<file path="config.mk">
export PLATFORM = sky130hd
export DESIGN_NAME = instr_decode_stage_flat
export DESIGN_NICKNAME = d
export VERILOG_FILES = /design/src/rtl/instr_decode_stage_if.sv /design/src/rtl/instr_decode_stage.sv /design/src/flat_wrapper.sv
export SDC_FILE = /design/constraint.sdc
export NUM_CORES = 1
export LEC_CHECK = 0
export CORE_MARGIN = 3
export CORE_UTILIZATION = 26
export DETAILED_ROUTE_END_ITERATION = 12
export PLACE_DENSITY = 0.58
export SYNTH_ARGS = -nofsm -noshare
export SYNTH_HDL_FRONTEND = slang
export SYNTH_SLANG_ARGS = --single-unit
</file>
<file path="constraint.sdc">
create_clock -name clk -period 8.4 [get_ports clk]
set_input_delay 2.1 -clock clk [delete_from_list [all_inputs] [get_ports clk]]
set_output_delay 2.1 -clock clk [all_outputs]
set_load 0.005 [all_outputs]
</file>
<file path="src/rtl/instr_decode_stage_if.sv">
// Fetch-side and execute-side handshake bundle for instr_decode_stage.
// slave: the decode stage's view. master: the driver/consumer view.
interface instr_decode_stage_if #(
    parameter int REG_W = 4,
    parameter int PC_W  = 32
);
    logic             in_valid;
    logic             in_ready;
    logic [31:0]      in_instr;
    logic [PC_W-1:0]  in_pc;
    logic             flush;
    logic             restart;
    logic             out_valid;
    logic             out_ready;
    logic [2:0]       out_class;
    logic [3:0]       out_cond;
    logic [3:0]       out_opcode;
    logic             out_set_cond;
    logic [REG_W-1:0] out_rn;
    logic [REG_W-1:0] out_rd;
    logic [REG_W-1:0] out_rm;
    logic             out_imm_sel;
    logic [31:0]      out_imm;
    logic [7:0]       out_shift;
    logic             out_mem_load;
    logic             out_mem_up;
    logic [11:0]      out_mem_offset;
    logic             out_branch_link;
    logic [31:0]      out_branch_off;
    logic [PC_W-1:0]  out_pc;
    logic             halted;
    logic [15:0]      cnt_alu;
    logic [15:0]      cnt_mem;
    logic [15:0]      cnt_branch;
    logic [15:0]      cnt_illegal;

    modport slave (
        input  in_valid, in_instr, in_pc, flush, restart, out_ready,
        output in_ready, out_valid, out_class, out_cond, out_opcode, out_set_cond,
               out_rn, out_rd, out_rm, out_imm_sel, out_imm, out_shift,
               out_mem_load, out_mem_up, out_mem_offset, out_branch_link,
               out_branch_off, out_pc, halted,
               cnt_alu, cnt_mem, cnt_branch, cnt_illegal
    );

    modport master (
        output in_valid, in_instr, in_pc, flush, restart, out_ready,
        input  in_ready, out_valid, out_class, out_cond, out_opcode, out_set_cond,
               out_rn, out_rd, out_rm, out_imm_sel, out_imm, out_shift,
               out_mem_load, out_mem_up, out_mem_offset, out_branch_link,
               out_branch_off, out_pc, halted,
               cnt_alu, cnt_mem, cnt_branch, cnt_illegal
    );
endinterface

</file>
<file path="src/rtl/instr_decode_stage.sv">
// Instruction decode stage: decodes ARM-style words into a micro-op, buffers
// micro-ops in a FIFO_DEPTH-entry output FIFO, halts on the all-zero word.
// Optional: DECODE_PERF_CNT_EN builds saturating per-class decode counters;
// without it the cnt_* outputs are tied to zero.
module instr_decode_stage #(
    parameter int REG_W      = 4,
    parameter int PC_W       = 32,
    parameter int FIFO_DEPTH = 2
) (
    input  logic clk,
    input  logic rst_n,
    instr_decode_stage_if.slave bus
);

    localparam int unsigned PTR_W = (FIFO_DEPTH > 1) ? $clog2(FIFO_DEPTH) : 1;
    localparam int unsigned CNT_W = $clog2(FIFO_DEPTH + 1);

    typedef enum logic [2:0] {
        CLS_ALU     = 3'd0,
        CLS_MEM     = 3'd1,
        CLS_BX      = 3'd2,
        CLS_BRANCH  = 3'd3,
        CLS_HALT    = 3'd4,
        CLS_ILLEGAL = 3'd5
    } cls_e;

    typedef enum logic {
        ST_RUN,
        ST_HALTED
    } state_e;

    typedef struct packed {
        cls_e             cls;
        logic [3:0]       cond;
        logic [3:0]       opcode;
        logic             set_cond;
        logic [REG_W-1:0] rn;
        logic [REG_W-1:0] rd;
        logic [REG_W-1:0] rm;
        logic             imm_sel;
        logic [31:0]      imm;
        logic [7:0]       shift;
        logic             mem_load;
        logic             mem_up;
        logic [11:0]      mem_offset;
        logic             branch_link;
        logic [31:0]      branch_off;
        logic [PC_W-1:0]  pc;
    } entry_t;

    state_e           state, state_nx;
    entry_t           dec;
    entry_t           head;
    entry_t           mem [FIFO_DEPTH];
    logic [PTR_W-1:0] wr_ptr, rd_ptr;
    logic [CNT_W-1:0] count;
    logic             full, empty, push, pop;
    logic [4:0]       rot;
    logic [31:0]      imm8;

    function automatic logic [PTR_W-1:0] ptr_inc(input logic [PTR_W-1:0] p);
        if (p == PTR_W'(FIFO_DEPTH - 1)) return '0;
        return p + PTR_W'(1);
    endfunction

    assign full          = (count == CNT_W'(FIFO_DEPTH));
    assign empty         = (count == '0);
    assign bus.in_ready  = (state == ST_RUN) && !full;
    assign bus.out_valid = !empty;
    // flush wins over both sides, so neither handshake takes effect under it
    assign push          = bus.in_valid && bus.in_ready && !bus.flush;
    assign pop           = !empty && bus.out_ready && !bus.flush;
    assign bus.halted    = (state == ST_HALTED);

    // Decode the offered word into a fully populated entry; unused fields stay 0
    always_comb begin
        dec      = '0;
        dec.cls  = CLS_ALU;
        dec.cond = bus.in_instr[31:28];
        dec.pc   = bus.in_pc;
        rot      = {bus.in_instr[11:8], 1'b0};
        imm8     = {24'd0, bus.in_instr[7:0]};
        if (bus.in_instr == '0) begin
            dec.cls = CLS_HALT;
        end else if (bus.in_instr[27:4] == 24'h12FFF1) begin
            dec.cls = CLS_BX;
            dec.rm  = REG_W'(bus.in_instr[3:0]);
        end else if (bus.in_instr[27:26] == 2'b00) begin
            dec.cls      = CLS_ALU;
            dec.opcode   = bus.in_instr[24:21];
            dec.set_cond = bus.in_instr[20];
            dec.rn       = REG_W'(bus.in_instr[19:16]);
            dec.rd       = REG_W'(bus.in_instr[15:12]);
            dec.imm_sel  = bus.in_instr[25];
            if (bus.in_instr[25]) begin
                // shift by 32 yields 0, so rot==0 leaves imm8 unchanged
                dec.imm = (imm8 >> rot) | (imm8 << (6'd32 - {1'b0, rot}));
            end else begin
                dec.rm    = REG_W'(bus.in_instr[3:0]);
                dec.shift = bus.in_instr[11:4];
            end
        end else if (bus.in_instr[27:25] == 3'b010) begin
            dec.cls        = CLS_MEM;
            dec.mem_load   = bus.in_instr[20];
            dec.mem_up     = bus.in_instr[23];
            dec.rn         = REG_W'(bus.in_instr[19:16]);
            dec.rd         = REG_W'(bus.in_instr[15:12]);
            dec.mem_offset = bus.in_instr[11:0];
        end else if (bus.in_instr[27:25] == 3'b101) begin
            dec.cls         = CLS_BRANCH;
            dec.branch_link = bus.in_instr[24];
            dec.branch_off  = {{6{bus.in_instr[23]}}, bus.in_instr[23:0], 2'b00};
        end else begin
            dec.cls = CLS_ILLEGAL;
        end
    end

    // FIFO storage write
    always_ff @(posedge clk) begin
        if (push) mem[wr_ptr] <= dec;
    end

    // FIFO pointers and occupancy
    always_ff @(posedge clk or negedge rst_n) begin
        if (!rst_n) begin
            wr_ptr <= '0;
            rd_ptr <= '0;
            count  <= '0;
        end else if (bus.flush) begin
            wr_ptr <= '0;
            rd_ptr <= '0;
            count  <= '0;
        end else begin
            if (push) wr_ptr <= ptr_inc(wr_ptr);
            if (pop)  rd_ptr <= ptr_inc(rd_ptr);
            if (push && !pop)      count <= count + CNT_W'(1);
            else if (pop && !push) count <= count - CNT_W'(1);
        end
    end

    // Run/halt state register
    always_ff @(posedge clk or negedge rst_n) begin
        if (!rst_n) state <= ST_RUN;
        else        state <= state_nx;
    end

    // Run/halt next state: halt once a HALT word is accepted, resume on restart
    always_comb begin
        state_nx = state;
        case (state)
            ST_RUN:    if (push && dec.cls == CLS_HALT) state_nx = ST_HALTED;
            ST_HALTED: if (bus.restart) state_nx = ST_RUN;
            default:   state_nx = ST_RUN;
        endcase
    end

    // Head entry presented to the consumer; all zero while the FIFO is empty
    always_comb begin
        head = '0;
        if (!empty) head = mem[rd_ptr];
    end

    assign bus.out_class       = head.cls;
    assign bus.out_cond        = head.cond;
    assign bus.out_opcode      = head.opcode;
    assign bus.out_set_cond    = head.set_cond;
    assign bus.out_rn          = head.rn;
    assign bus.out_rd          = head.rd;
    assign bus.out_rm          = head.rm;
    assign bus.out_imm_sel     = head.imm_sel;
    assign bus.out_imm         = head.imm;
    assign bus.out_shift       = head.shift;
    assign bus.out_mem_load    = head.mem_load;
    assign bus.out_mem_up      = head.mem_up;
    assign bus.out_mem_offset  = head.mem_offset;
    assign bus.out_branch_link = head.branch_link;
    assign bus.out_branch_off  = head.branch_off;
    assign bus.out_pc          = head.pc;

`ifdef DECODE_PERF_CNT_EN
    logic [15:0] c_alu, c_mem, c_branch, c_illegal;

    // Saturating per-class counters of accepted words; flush does not touch them
    always_ff @(posedge clk or negedge rst_n) begin
        if (!rst_n) begin
            c_alu     <= '0;
            c_mem     <= '0;
            c_branch  <= '0;
            c_illegal <= '0;
        end else if (push) begin
            if (dec.cls == CLS_ALU && c_alu != '1)         c_alu     <= c_alu + 16'd1;
            if (dec.cls == CLS_MEM && c_mem != '1)         c_mem     <= c_mem + 16'd1;
            if (dec.cls == CLS_BRANCH && c_branch != '1)   c_branch  <= c_branch + 16'd1;
            if (dec.cls == CLS_ILLEGAL && c_illegal != '1) c_illegal <= c_illegal + 16'd1;
        end
    end

    assign bus.cnt_alu     = c_alu;
    assign bus.cnt_mem     = c_mem;
    assign bus.cnt_branch  = c_branch;
    assign bus.cnt_illegal = c_illegal;
`else
    assign bus.cnt_alu     = '0;
    assign bus.cnt_mem     = '0;
    assign bus.cnt_branch  = '0;
    assign bus.cnt_illegal = '0;
`endif

endmodule

</file>
<file path="src/flat_wrapper.sv">
// flat-port wrapper written by rule: the top's interface ports become plain ports
module instr_decode_stage_flat 
#(
    parameter int REG_W      = 4,
    parameter int PC_W       = 32,
    parameter int FIFO_DEPTH = 2
)
  (clk, rst_n, bus_in_valid, bus_in_instr, bus_in_pc, bus_flush, bus_restart, bus_out_ready, bus_in_ready, bus_out_valid, bus_out_class, bus_out_cond, bus_out_opcode, bus_out_set_cond, bus_out_rn, bus_out_rd, bus_out_rm, bus_out_imm_sel, bus_out_imm, bus_out_shift, bus_out_mem_load, bus_out_mem_up, bus_out_mem_offset, bus_out_branch_link, bus_out_branch_off, bus_out_pc, bus_halted, bus_cnt_alu, bus_cnt_mem, bus_cnt_branch, bus_cnt_illegal);
  instr_decode_stage_if #(.REG_W(REG_W), .PC_W(PC_W)) bus_i ();
  input  logic clk;
  input  logic rst_n;
  input wire logic [$bits(bus_i.in_valid)-1:0] bus_in_valid;
  input wire logic [$bits(bus_i.in_instr)-1:0] bus_in_instr;
  input wire logic [$bits(bus_i.in_pc)-1:0] bus_in_pc;
  input wire logic [$bits(bus_i.flush)-1:0] bus_flush;
  input wire logic [$bits(bus_i.restart)-1:0] bus_restart;
  input wire logic [$bits(bus_i.out_ready)-1:0] bus_out_ready;
  output wire logic [$bits(bus_i.in_ready)-1:0] bus_in_ready;
  output wire logic [$bits(bus_i.out_valid)-1:0] bus_out_valid;
  output wire logic [$bits(bus_i.out_class)-1:0] bus_out_class;
  output wire logic [$bits(bus_i.out_cond)-1:0] bus_out_cond;
  output wire logic [$bits(bus_i.out_opcode)-1:0] bus_out_opcode;
  output wire logic [$bits(bus_i.out_set_cond)-1:0] bus_out_set_cond;
  output wire logic [$bits(bus_i.out_rn)-1:0] bus_out_rn;
  output wire logic [$bits(bus_i.out_rd)-1:0] bus_out_rd;
  output wire logic [$bits(bus_i.out_rm)-1:0] bus_out_rm;
  output wire logic [$bits(bus_i.out_imm_sel)-1:0] bus_out_imm_sel;
  output wire logic [$bits(bus_i.out_imm)-1:0] bus_out_imm;
  output wire logic [$bits(bus_i.out_shift)-1:0] bus_out_shift;
  output wire logic [$bits(bus_i.out_mem_load)-1:0] bus_out_mem_load;
  output wire logic [$bits(bus_i.out_mem_up)-1:0] bus_out_mem_up;
  output wire logic [$bits(bus_i.out_mem_offset)-1:0] bus_out_mem_offset;
  output wire logic [$bits(bus_i.out_branch_link)-1:0] bus_out_branch_link;
  output wire logic [$bits(bus_i.out_branch_off)-1:0] bus_out_branch_off;
  output wire logic [$bits(bus_i.out_pc)-1:0] bus_out_pc;
  output wire logic [$bits(bus_i.halted)-1:0] bus_halted;
  output wire logic [$bits(bus_i.cnt_alu)-1:0] bus_cnt_alu;
  output wire logic [$bits(bus_i.cnt_mem)-1:0] bus_cnt_mem;
  output wire logic [$bits(bus_i.cnt_branch)-1:0] bus_cnt_branch;
  output wire logic [$bits(bus_i.cnt_illegal)-1:0] bus_cnt_illegal;
  assign bus_i.in_valid = bus_in_valid;
  assign bus_i.in_instr = bus_in_instr;
  assign bus_i.in_pc = bus_in_pc;
  assign bus_i.flush = bus_flush;
  assign bus_i.restart = bus_restart;
  assign bus_i.out_ready = bus_out_ready;
  assign bus_in_ready = bus_i.in_ready;
  assign bus_out_valid = bus_i.out_valid;
  assign bus_out_class = bus_i.out_class;
  assign bus_out_cond = bus_i.out_cond;
  assign bus_out_opcode = bus_i.out_opcode;
  assign bus_out_set_cond = bus_i.out_set_cond;
  assign bus_out_rn = bus_i.out_rn;
  assign bus_out_rd = bus_i.out_rd;
  assign bus_out_rm = bus_i.out_rm;
  assign bus_out_imm_sel = bus_i.out_imm_sel;
  assign bus_out_imm = bus_i.out_imm;
  assign bus_out_shift = bus_i.out_shift;
  assign bus_out_mem_load = bus_i.out_mem_load;
  assign bus_out_mem_up = bus_i.out_mem_up;
  assign bus_out_mem_offset = bus_i.out_mem_offset;
  assign bus_out_branch_link = bus_i.out_branch_link;
  assign bus_out_branch_off = bus_i.out_branch_off;
  assign bus_out_pc = bus_i.out_pc;
  assign bus_halted = bus_i.halted;
  assign bus_cnt_alu = bus_i.cnt_alu;
  assign bus_cnt_mem = bus_i.cnt_mem;
  assign bus_cnt_branch = bus_i.cnt_branch;
  assign bus_cnt_illegal = bus_i.cnt_illegal;
  instr_decode_stage #(.REG_W(REG_W), .PC_W(PC_W), .FIFO_DEPTH(FIFO_DEPTH)) u_core (.clk(clk), .rst_n(rst_n), .bus(bus_i));
endmodule
</file>
# Yosys cells after proc, flatten, opt, wreduce, memory -nomap -nowiden
# Memory sizes are Yosys's and may differ from the RTL's.
# Index checks and enable logic that the tools add are counted.
[classes]
addsub = 5
eq_ne = 5
shifts = 2
mux = 43
n_bitwise = 2
n_reduce_logical = 19
[op_table]
columns = ["operator", "n"]
rows = [
  ["$mux W144", 1],
  ["$mux W105", 1],
  ["$mux W88", 1],
  ["$mux W33", 2],
  ["$mux W47", 1],
  ["$mux W45", 1],
  ["$logic_not A32 Y1", 1],
  ["$mux W32", 1],
  ["$or A32 B32 Y32", 1],
  ["$shl A8 B6 Y32", 1],
  ["$shr A8 B5 Y32", 1],
  ["$eq A24 B21 Y1 const B", 1],
  ["$mux W8", 3],
  ["$mux W1", 18],
  ["$mux W3", 5],
  ["$mux W14", 1],
  ["$mux W13", 1],
  ["$logic_and A1 B1 Y1", 8],
  ["$mux W4", 2],
  ["$eq A3 B3 Y1 const B", 2],
  ["$mux W2", 3],
  ["$sub A6 B5 Y6 const A", 1],
  ["$logic_not A1 Y1", 5],
  ["$mux W5", 1],
  ["10 further kinds", 13],
]
[word_totals]
regBits = 5
ramBits = 288
input_bits = 70
wordCells = 81
memories = 1
[mem_list]
columns = ["memory", "depth", "width", "rd", "rd_clocked_by_memory_dff", "write_ports", "line", "text"]
rows = [
  ["u_core.mem", 2, 144, 1, 0, 1, "instr_decode_stage.sv:54", "entry_t mem [FIFO_DEPTH];"],
]

# Logic depth before layout (Yosys ltp)
[logic_depth]
word_depth = 10
depth_mapped = 9
ltp_nobuf = 6

# Least setup slack after synthesis
# No wires, ideal clock.
[synth_path]
path_type = "input to register"
startpoint = "input port bus_flush"
endpoint = "memory u_core.mem[0][0] in the netlist's numbering, enable pin"
setup_ps = 650
arrival_time_ps = 8527
t_required_ps = 7750
path_slack_ps = -777
cell_stages = 2
n_path_buf = 0
cell_sequence = "nor4b_1 nor2b_1"
[synth_via]
elab_chain_cells = 4
[synth_rtl]
columns = ["item", "line", "text"]
rows = [
  ["start: declaration", "flat_wrapper.sv:15", "input wire logic [$bits(bus_i.flush)-1:0] bus_flush;"],
  ["$logic_not A1 Y1", "instr_decode_stage.sv:71", "assign push = bus.in_valid && bus.in_ready && !bus.flush;"],
  ["$logic_and A1 B1 Y1", "instr_decode_stage.sv:71", ""],
  ["$mux W1", "instr_decode_stage.sv:120", "if (push) mem[wr_ptr] <= dec;"],
  ["$mux W1 (implied by the code)", "instr_decode_stage.sv:120", ""],
  ["end: declaration", "instr_decode_stage.sv:54", ""],
]
# Every way passes these cells.

# Final worst setup path
[layout_path]
startpoint = "register u_core.rd_ptr"
endpoint = "output port bus_out_branch_off[13]"
[layout_via]
elab_chain_cells = 2
[layout_rtl]
columns = ["item", "line", "text"]
rows = [
  ["start: declaration", "instr_decode_stage.sv:55", "logic [PTR_W-1:0] wr_ptr, rd_ptr;"],
  ["start signal: assignment", "instr_decode_stage.sv:135", "if (pop) rd_ptr <= ptr_inc(rd_ptr);"],
  ["$mem_v2 Z2 W144", "-", ""],
  ["$mux W144", "instr_decode_stage.sv:160", "if (!empty) head = mem[rd_ptr];"],
  ["end: declaration", "flat_wrapper.sv:34", "output wire logic [$bits(bus_i.out_branch_off)-1:0] bus_out_branch_off;"],
]
# Every way passes these cells.

==> qor.csv <==
metric,value,unit
outcome,finished clean,
core,0.0478,mm2
vias_per_cell,4.32,
fin_nets,1194,
vias,7597,
min_period,5.28,ns
clock_latency,0.57,ns
start_kind,flop,
cts_resized,0,
grt_max_degree,137,
slew_violations,0,
drt_iter0_markers,498,
max_cap_violations,0,
hold_violations,0,
synth-main-ff-cell,edfxtp_1,
antenna_left,0,
endpoint_kind,output pin,
drive_gt1_frac,0.0674,
cpMaxStageDelayCell,dfrtp_4,
die_w,226,um
dieArea,0.0512,mm2
async_flop_share,0.0181,
gp_congestion,0.807,
syn2layout_area_growth,27.3,%
final-setup-viol-count,0,
final_common_cell,edfxtp_1,
drt-wirelength-per-cell,19.0,um
critPathKind,reg -> out,
p_leak,5.50,nW
hpwl,21300,um
grt_pass1_vias,7823,
arrival,3.18,ns
drt-total-wl,33400,um
cts_root_buffer,clkbuf_16,
rsz0062_at_grt,false,
slew_headroom,0.392,
ys_ff_latch,277,
slowest_delay,0.82,ns
cts_tree,yes,
clkTransAtPathRegs,0.06,ns
post-cts-setup-buffer-count,0,
cts_made_buffers,31,
cts_max_level,1,
skew,0.0157,ns
remaining_drc_errors,0,
portBuffers,214,
peakVddDrop,102,uV
most-common-layout-cells,"272 x edfxtp_1, 214 x clkdlybuf4s50_1, 174 x nor2_1",
seq_area_frac_synth,0.657,
worst_pin_slew,0.906,ns
rows,80,
antenna_found_initial,1,
syn_area_per_cell,13.6,um2
layout_setup_ws,3.12,ns
ys_warn_count,0,
pre_cts_ws,3.39,ns
ctsHoldBuffers,0,
p_per_area,205,mW/mm2
reg2reg_slack,5.82,ns
die_y,226,um
synth.distinct_cells,56,
grt_use_total,0.126,
grt_overflow,0,
synth_area,0.0126,mm2
max_freq,189,MHz
path_cells,buf_4 -> mux2i_1 -> nor2_1 -> clkdlybuf4s50_1,
hold_slack,0.613,ns
start_util,0.264,
fin_crit_sh,0.629,
critPathMaxFanout,41,
total_power,0.00329,W
clock_path_buffers,3,
dr.pass1.iters,5,
syn_inst,925,
critPathRequiredTime,6.30,ns
worstHoldPathType,reg -> reg,
io_pins,281,
synth_edf_count,272,
grt_pass1_wl,49200,um
final.setup.tns,0,ns
cts.sinks,277,
==> flip-flops by register name (all words and copies together) (netlist names) <==
signal / cells
u_core.wr_ptr: 1
u_core.bus.halted: 1
u_core.count: 2
u_core.mem: 272
u_core.rd_ptr: 1
==> stage by stage <==
stage               cell area (um2)  utilization  std cells
floorplan                     12900            -        990
global placement              15100        0.316       1704
detailed placement            15100        0.316       1704
CTS                           16100        0.336       1758
global route                  16100        0.336       1758
finish                        16100        0.336       1759
==> final cells by class <==
class | count | area, um2
clock inverters | 12 | 106
repair buffers | 225 | 2270
multi-input cells | 579 | 3740
flip-flops and latches | 277 | 8300
fillers | 4721 | 31800
diodes | 1 | 2.50
inverters | 8 | 42.5
well taps | 615 | 769
clock buffers | 42 | 837
==> Yosys cell counts (5+ instances only) <==
| cell type | instances | area, um2 |
|---|---|---|
| nor3_1 | 6 | 30.0 |
| a22o_1 | 5 | 43.8 |
| nor2b_1 | 9 | 56.3 |
| buf_4 | 75 | 563 |
| nand4_1 | 5 | 31.3 |
| and2_1 | 57 | 357 |
| inv_1 | 7 | 26.3 |
| edfxtp_1 | 272 | 8170 |
| dfrtp_1 | 5 | 125 |
| clkbuf_1 | 22 | 82.6 |
| nand2_1 | 14 | 52.6 |
| buf_2 | 23 | 115 |
| mux2_2 | 5 | 56.3 |
| a21oi_1 | 14 | 70.1 |
| mux2i_1 | 145 | 1450 |
| and3_1 | 6 | 37.5 |
| nor2_1 | 175 | 657 |
==> worst paths after layout <==
check                                       start                     end  cells after the start
worst max-delay path                u_core.rd_ptr  bus_out_branch_off[13]                      4
worst min-delay path            u_core.bus.halted       u_core.bus.halted                      1
worst max register to register    u_core.count[1]       u_core.mem[0][89]                      4
worst min register to register  u_core.bus.halted       u_core.bus.halted                      1
max in group asynchronous                   rst_n           u_core.rd_ptr                      1
min in group asynchronous                   rst_n         u_core.count[0]                      1
==> critical path, delay by kind of cell, from the launching register on <==
kind,cells,cell delay (ns)
DFF,1,0.82
muxes,1,0.18
and+or+nand+nor,1,0.26
buffers and inverters,2,1.29
==> per-layer routing <==
layer	track usage	share of wire	vias up
met5	0	0	-
met4	0.0350	0.018	0
met3	0.0282	0.059	42
met2	0.209	0.48	227
met1	0.168	0.45	3733
li1	-	-	3595
==> power breakdown <==
part | internal, W | total [W] | switching (W)
registers | 0.00156 | 0.00158 | 0.0000183
logic | 0.000206 | 0.000436 | 0.000230
clock network | 0.000749 | 0.00128 | 0.000528
==> cells by family after synthesis <==
family | after synthesis | synth area share
AOI/OAI and AO/OA | 53 | 0.0305
xor gates and xnor gates | 4 | 0.00278
other | 1 | 0.000297
adders and majority gates | 2 | 0.00198
buffers and inverters | 134 | 0.0679
DFF | 277 | 0.657
and+or+nand+nor | 303 | 0.119
muxes | 151 | 0.120
Power figures use the tool's default switching activity.
